File: src/rtl/reg_file_wb_if.sv
// Bus bundle for the write-back register file: write-back, read ports, issue and scoreboard status.
// The master side drives writes, reads and issues; the slave side is the register file.
interface reg_file_wb_if #(
    parameter int DATA_W = 16,
    parameter int ADDR_W = 3
);
    localparam int NREG = 1 << ADDR_W;

    logic              RegWrite;
    logic [ADDR_W-1:0] WriteReg;
    logic [DATA_W-1:0] WriteData;
    logic [ADDR_W-1:0] ReadReg1;
    logic [ADDR_W-1:0] ReadReg2;
    logic              Use1;
    logic              Use2;
    logic              IssueValid;
    logic [ADDR_W-1:0] IssueDst;
    logic [DATA_W-1:0] ReadData1;
    logic [DATA_W-1:0] ReadData2;
    logic              Stall;
    logic [NREG-1:0]   BusyVec;

    modport master (
        output RegWrite, WriteReg, WriteData, ReadReg1, ReadReg2,
               Use1, Use2, IssueValid, IssueDst,
        input  ReadData1, ReadData2, Stall, BusyVec
    );

    modport slave (
        input  RegWrite, WriteReg, WriteData, ReadReg1, ReadReg2,
               Use1, Use2, IssueValid, IssueDst,
        output ReadData1, ReadData2, Stall, BusyVec
    );
endinterface

File: src/rtl/reg_file_wb.sv
// Write-back register file with two combinational read ports and a per-register busy scoreboard.
// Optional REGFILE_BYPASS_EN forwards same-cycle write-back data and busy clears into reads and Stall.
module reg_file_wb #(
    parameter int DATA_W = 16,
    parameter int ADDR_W = 3
) (
    input logic          clk,
    input logic          rst,
    reg_file_wb_if.slave bus
);
    localparam int NREG = 1 << ADDR_W;

    logic [DATA_W-1:0] regs [NREG];
    logic [NREG-1:0]   busy;
    logic [NREG-1:0]   issue_hit;
    logic [NREG-1:0]   clr_hit;
    logic [NREG-1:0]   set_vec;
    logic [NREG-1:0]   busy_eff;
    logic              stall;
    logic [DATA_W-1:0] rd1;
    logic [DATA_W-1:0] rd2;

    // Index 0 is skipped so R0 can never be marked busy or cleared.
    always_comb begin
        issue_hit = '0;
        clr_hit   = '0;
        for (int i = 1; i < NREG; i++) begin
            issue_hit[i] = bus.IssueValid && (bus.IssueDst == ADDR_W'(i));
            clr_hit[i]   = bus.RegWrite   && (bus.WriteReg == ADDR_W'(i));
        end
    end

`ifdef REGFILE_BYPASS_EN
    // The raw issue request (not gated by Stall) keeps the clear-forwarding term free of a loop.
    assign busy_eff = busy & ~(clr_hit & ~issue_hit);
`else
    assign busy_eff = busy;
`endif

    assign stall   = (bus.Use1 && busy_eff[bus.ReadReg1]) ||
                     (bus.Use2 && busy_eff[bus.ReadReg2]);
    assign set_vec = issue_hit & {NREG{~stall}};

    // Set is OR-ed after clear so a same-cycle issue to the written reg keeps it busy.
    always_ff @(posedge clk or posedge rst) begin
        if (rst) begin
            busy <= '0;
        end else begin
            busy <= (busy & ~clr_hit) | set_vec;
        end
    end

    always_ff @(posedge clk or posedge rst) begin
        if (rst) begin
            for (int i = 0; i < NREG; i++) begin
                regs[i] <= '0;
            end
        end else if (bus.RegWrite && (bus.WriteReg != '0)) begin
            regs[bus.WriteReg] <= bus.WriteData;
        end
    end

    always_comb begin
        rd1 = (bus.ReadReg1 == '0) ? '0 : regs[bus.ReadReg1];
        rd2 = (bus.ReadReg2 == '0) ? '0 : regs[bus.ReadReg2];
`ifdef REGFILE_BYPASS_EN
        if (bus.RegWrite && (bus.WriteReg != '0) && (bus.WriteReg == bus.ReadReg1)) begin
            rd1 = bus.WriteData;
        end
        if (bus.RegWrite && (bus.WriteReg != '0) && (bus.WriteReg == bus.ReadReg2)) begin
            rd2 = bus.WriteData;
        end
`endif
    end

    assign bus.ReadData1 = rd1;
    assign bus.ReadData2 = rd2;
    assign bus.Stall     = stall;
    assign bus.BusyVec   = busy;
endmodule

File: src/flat_wrapper.sv
// flat-port wrapper written by rule: the top's interface ports become plain ports
module reg_file_wb_flat 
#(
    parameter int DATA_W = 16,
    parameter int ADDR_W = 3
)
  (clk, rst, bus_RegWrite, bus_WriteReg, bus_WriteData, bus_ReadReg1, bus_ReadReg2, bus_Use1, bus_Use2, bus_IssueValid, bus_IssueDst, bus_ReadData1, bus_ReadData2, bus_Stall, bus_BusyVec);
  reg_file_wb_if #(.DATA_W(DATA_W), .ADDR_W(ADDR_W)) bus_i ();
  input logic clk;
  input logic rst;
  input wire logic [$bits(bus_i.RegWrite)-1:0] bus_RegWrite;
  input wire logic [$bits(bus_i.WriteReg)-1:0] bus_WriteReg;
  input wire logic [$bits(bus_i.WriteData)-1:0] bus_WriteData;
  input wire logic [$bits(bus_i.ReadReg1)-1:0] bus_ReadReg1;
  input wire logic [$bits(bus_i.ReadReg2)-1:0] bus_ReadReg2;
  input wire logic [$bits(bus_i.Use1)-1:0] bus_Use1;
  input wire logic [$bits(bus_i.Use2)-1:0] bus_Use2;
  input wire logic [$bits(bus_i.IssueValid)-1:0] bus_IssueValid;
  input wire logic [$bits(bus_i.IssueDst)-1:0] bus_IssueDst;
  output wire logic [$bits(bus_i.ReadData1)-1:0] bus_ReadData1;
  output wire logic [$bits(bus_i.ReadData2)-1:0] bus_ReadData2;
  output wire logic [$bits(bus_i.Stall)-1:0] bus_Stall;
  output wire logic [$bits(bus_i.BusyVec)-1:0] bus_BusyVec;
  assign bus_i.RegWrite = bus_RegWrite;
  assign bus_i.WriteReg = bus_WriteReg;
  assign bus_i.WriteData = bus_WriteData;
  assign bus_i.ReadReg1 = bus_ReadReg1;
  assign bus_i.ReadReg2 = bus_ReadReg2;
  assign bus_i.Use1 = bus_Use1;
  assign bus_i.Use2 = bus_Use2;
  assign bus_i.IssueValid = bus_IssueValid;
  assign bus_i.IssueDst = bus_IssueDst;
  assign bus_ReadData1 = bus_i.ReadData1;
  assign bus_ReadData2 = bus_i.ReadData2;
  assign bus_Stall = bus_i.Stall;
  assign bus_BusyVec = bus_i.BusyVec;
  reg_file_wb #(.DATA_W(DATA_W), .ADDR_W(ADDR_W)) u_core (.clk(clk), .rst(rst), .bus(bus_i));
endmodule
File: config.mk
export PLATFORM = sky130hd
export DESIGN_NAME = reg_file_wb_flat
export DESIGN_NICKNAME = d
export VERILOG_FILES = /design/src/rtl/reg_file_wb_if.sv /design/src/rtl/reg_file_wb.sv /design/src/flat_wrapper.sv
export SDC_FILE = /design/constraint.sdc
export NUM_CORES = 1
export LEC_CHECK = 0
export CORE_UTILIZATION = 26
export CTS_BUF_LIST = sky130_fd_sc_hd__clkbuf_8
export DETAILED_ROUTE_END_ITERATION = 8
export PLACE_DENSITY_LB_ADDON = 0.25
export REMOVE_ABC_BUFFERS = 1
export SLEW_MARGIN = 15
export SYNTH_ARGS = -nofsm -noshare
export SYNTH_HDL_FRONTEND = slang
export SYNTH_SLANG_ARGS = --single-unit
export TNS_END_PERCENT = 100
File: constraint.sdc
create_clock -name clk -period 5.2 [get_ports clk]
set_clock_uncertainty 0.1 [all_clocks]
set_input_delay 1.04 -clock clk [delete_from_list [all_inputs] [get_ports clk]]
set_output_delay 1.04 -clock clk [all_outputs]
set_load 0.005 [all_outputs]
==> metrics.txt <==
DR iter-0 viols between 150 and 200; post_cts resized 0; Worst R2R Path Depth 4; sequential element share of the synthesized area a little under half; critical path, cell by cell buf_2, buf_4, mux4_2, nor2_1, nor2_1, clkdlybuf4s50_1; final setup fails 0; sequential share of power between 40% and 50%; P per Cell Area ~380 mW/mm^2; CP endpoint bus_ReadData1[1]; Final Worst Setup Slack between 0.9 and 1 ns; HP Class reg -> reg; FF+latch count, synth 119; cts hold-fix bufs 0; CTS tree built; GP Congestion 0.807; Leakage ~3.2 nW; worst slew pin tran just over 0.8 ns; synthesized area around 0.0064 mm^2; core area 0.0238 mm^2; die height 158 um; most frequent CP cell nor2_1; Tot GR Track Use between 15 and 20%; clk_lat worst skew roughly 0.44 ns; Peak Freq 235 MHz; r2r startpoint u_core.bus.BusyVec[7]; status finished clean; hpwl dp about 12 mm; Main synth FF type dfrtp_1; critical path required time about 4.1 ns; critical path fanouts, max 23; Layout Nets approximately 580; CP Capture Type output pin; RSZ-0062 raised after global routing no; largest net degree at the start of global routing 65; cell taking the most area after synthesis dfrtp_1; placement row count 56; number of synthesized flops with an enable pin 0; clk sink count about 120; routed vias roughly 4500; R2R setup slack roughly 3.5 ns; port bufs 73; Internal Power between 2 and 2.5 mW; mean post-synth cell area between 10 and 15 um^2; Worst VDD drop between 0.00015 and 0.0002 V; postcts setup bufs 0; Clk pin slew, worst setup/hold paths 0.07 ns; ys async rst share 100%; critical path's slowest cell buf_2; pre-CTS setup slack a little over 0.9 ns; top-level I/O count 75; total grt overflow 0; DRC viols 0; antenna cells 0; Yosys Warn Count 0; most common cell in the netlist mux2_1; CTS H-tree depth 4; first-pass GRT wire length approximately 29 mm; Pre-Repair DR Iteration Count 5; CP peak stage delay 0.60 ns; Rel. slew slack a little under half; Commonest cells post-synth mux2_1, dfrtp_1, nor2_1, mux4_2, a221oi_1; Clk pwr share between 30 and 40%; layout cells sized above 1 about a fifth; Die Span X approximately 160 um; maxcap violations 0; initial antenna violation count 0; clock root cell clkbuf_8; crit share post-route 81.8%; Sw Ratio 27.2%; combinational share of power between 20% and 30%; Startpoint Class input port; WL/cell between 20 and 25 um; Die ar. ~0.025 mm^2; vias in the first global route between 4000 and 5000; ANT nets after route 0; Mapped Cells between 400 and 500; clock buffer depth 2; post-route minimum period between 4 and 5 ns; Synth top area share 46.9%; Final Hold Vio Count 0; critical path type in -> out; synth top area cells dfrtp_1, mux2_1, mux4_2; sw power a little over 800 uW; post-synthesis cell type count 36; critical path arrival roughly 3.1 ns; reg2reg end u_core.bus.BusyVec[6]; area added between synthesis and finish 25.9%; Vias/cell approximately 5.1; CTS Buf Count 17; max-slew violation count 0; Worst Setup SP bus_ReadReg1[0]; Setup TNS 0 ns; initial core utilization between 20% and 30%; total wire length 18.5 mm
-- registers in the layout, summed over array words and instances (netlist names) --
signal / cells
u_core.bus.BusyVec: 7
u_core.regs: 112
-- cells in the final DEF (no fill, tap or decap), drive strengths merged, types with 3 or more instances in the layout --
cell,netlist,final
inv,6,7
a221oi,33,33
mux4,34,34
clkbuf,18,18
dfrtp,119,119
clkdlybuf4s50,0,69
mux2,145,145
buf,22,27
nor2,62,62
bufinv,0,6
o31ai,3,3
nand4b,3,3
clkinv,0,7
nand2,6,6
-- critical path: cells and delay by family --
| family | cells | cell delay (ns) |
|---|---|---|
| and+or+nand+nor | 2 | 0.17 |
| muxes | 1 | 0.51 |
| buffers and inverters | 3 | 1.39 |
-- layout make-up --
type	count	area, um^2
sequential	119	2980
timing repair buffer	96	921
inverter	6	25.0
tap	319	399
multi-input combinational	308	3200
fill	2304	15700
clock buffer	18	248
clock inverter	14	230
-- cell families after synthesis --
family / count (synthesis) / share of synthesized area (%)
AO/OA/AOI/OAI: 46 / 6.34
AND/OR/NAND/NOR: 81 / 5.65
other: 1 / 0.0590
buffers and inverters: 46 / 3.21
flip-flops: 119 / 46.9
multiplexers: 180 / 37.9
-- layer usage --
layer	global-route usage, %	part of all wire, %	vias to the layer above
met5	0	0	-
met4	3.66	0.83	0
met3	3.84	5.1	12
met2	25.7	48	139
met1	20.6	46	2393
li1	-	-	1938
-- through the flow --
step	instance area (um^2)	hold slack (ns)	instances	util [%]	power, mW
floorplan	6170	0.366	433	-	1.67
CTS	8010	0.406	880	33.7	3.04
global placement	7530	0.377	848	31.7	1.98
finish	8010	0.410	880	33.7	3.01
global route	8010	0.430	880	33.7	3.17
detailed placement	7530	0.388	848	31.7	2.01
-- power groups by stage --
| stage | Combinational [mW] | Sequential (mW) | Clock (mW) |
|---|---|---|---|
| after floorplan | 0.421 | 1.25 | 0 |
| after global placement | 0.700 | 1.28 | 0 |
| after detailed placement | 0.716 | 1.30 | 0 |
| after CTS | 0.721 | 1.28 | 1.04 |
| after global routing | 0.774 | 1.32 | 1.08 |
| final | 0.707 | 1.28 | 1.01 |
-- how the worst min path moves through the flow --
stage	depth (start not counted)	from	to	slack, ns
after detailed placement	1	u_core.regs[102]	u_core.regs[102]	0.39
after global routing	1	u_core.regs[102]	u_core.regs[102]	0.43
after global placement	1	u_core.regs[100]	u_core.regs[100]	0.38
after CTS	1	u_core.regs[103]	u_core.regs[103]	0.41
after floorplan	1	u_core.regs[100]	u_core.regs[100]	0.37
final	1	u_core.regs[103]	u_core.regs[103]	0.41
Note: power is estimated with default switching activity, not from simulation.
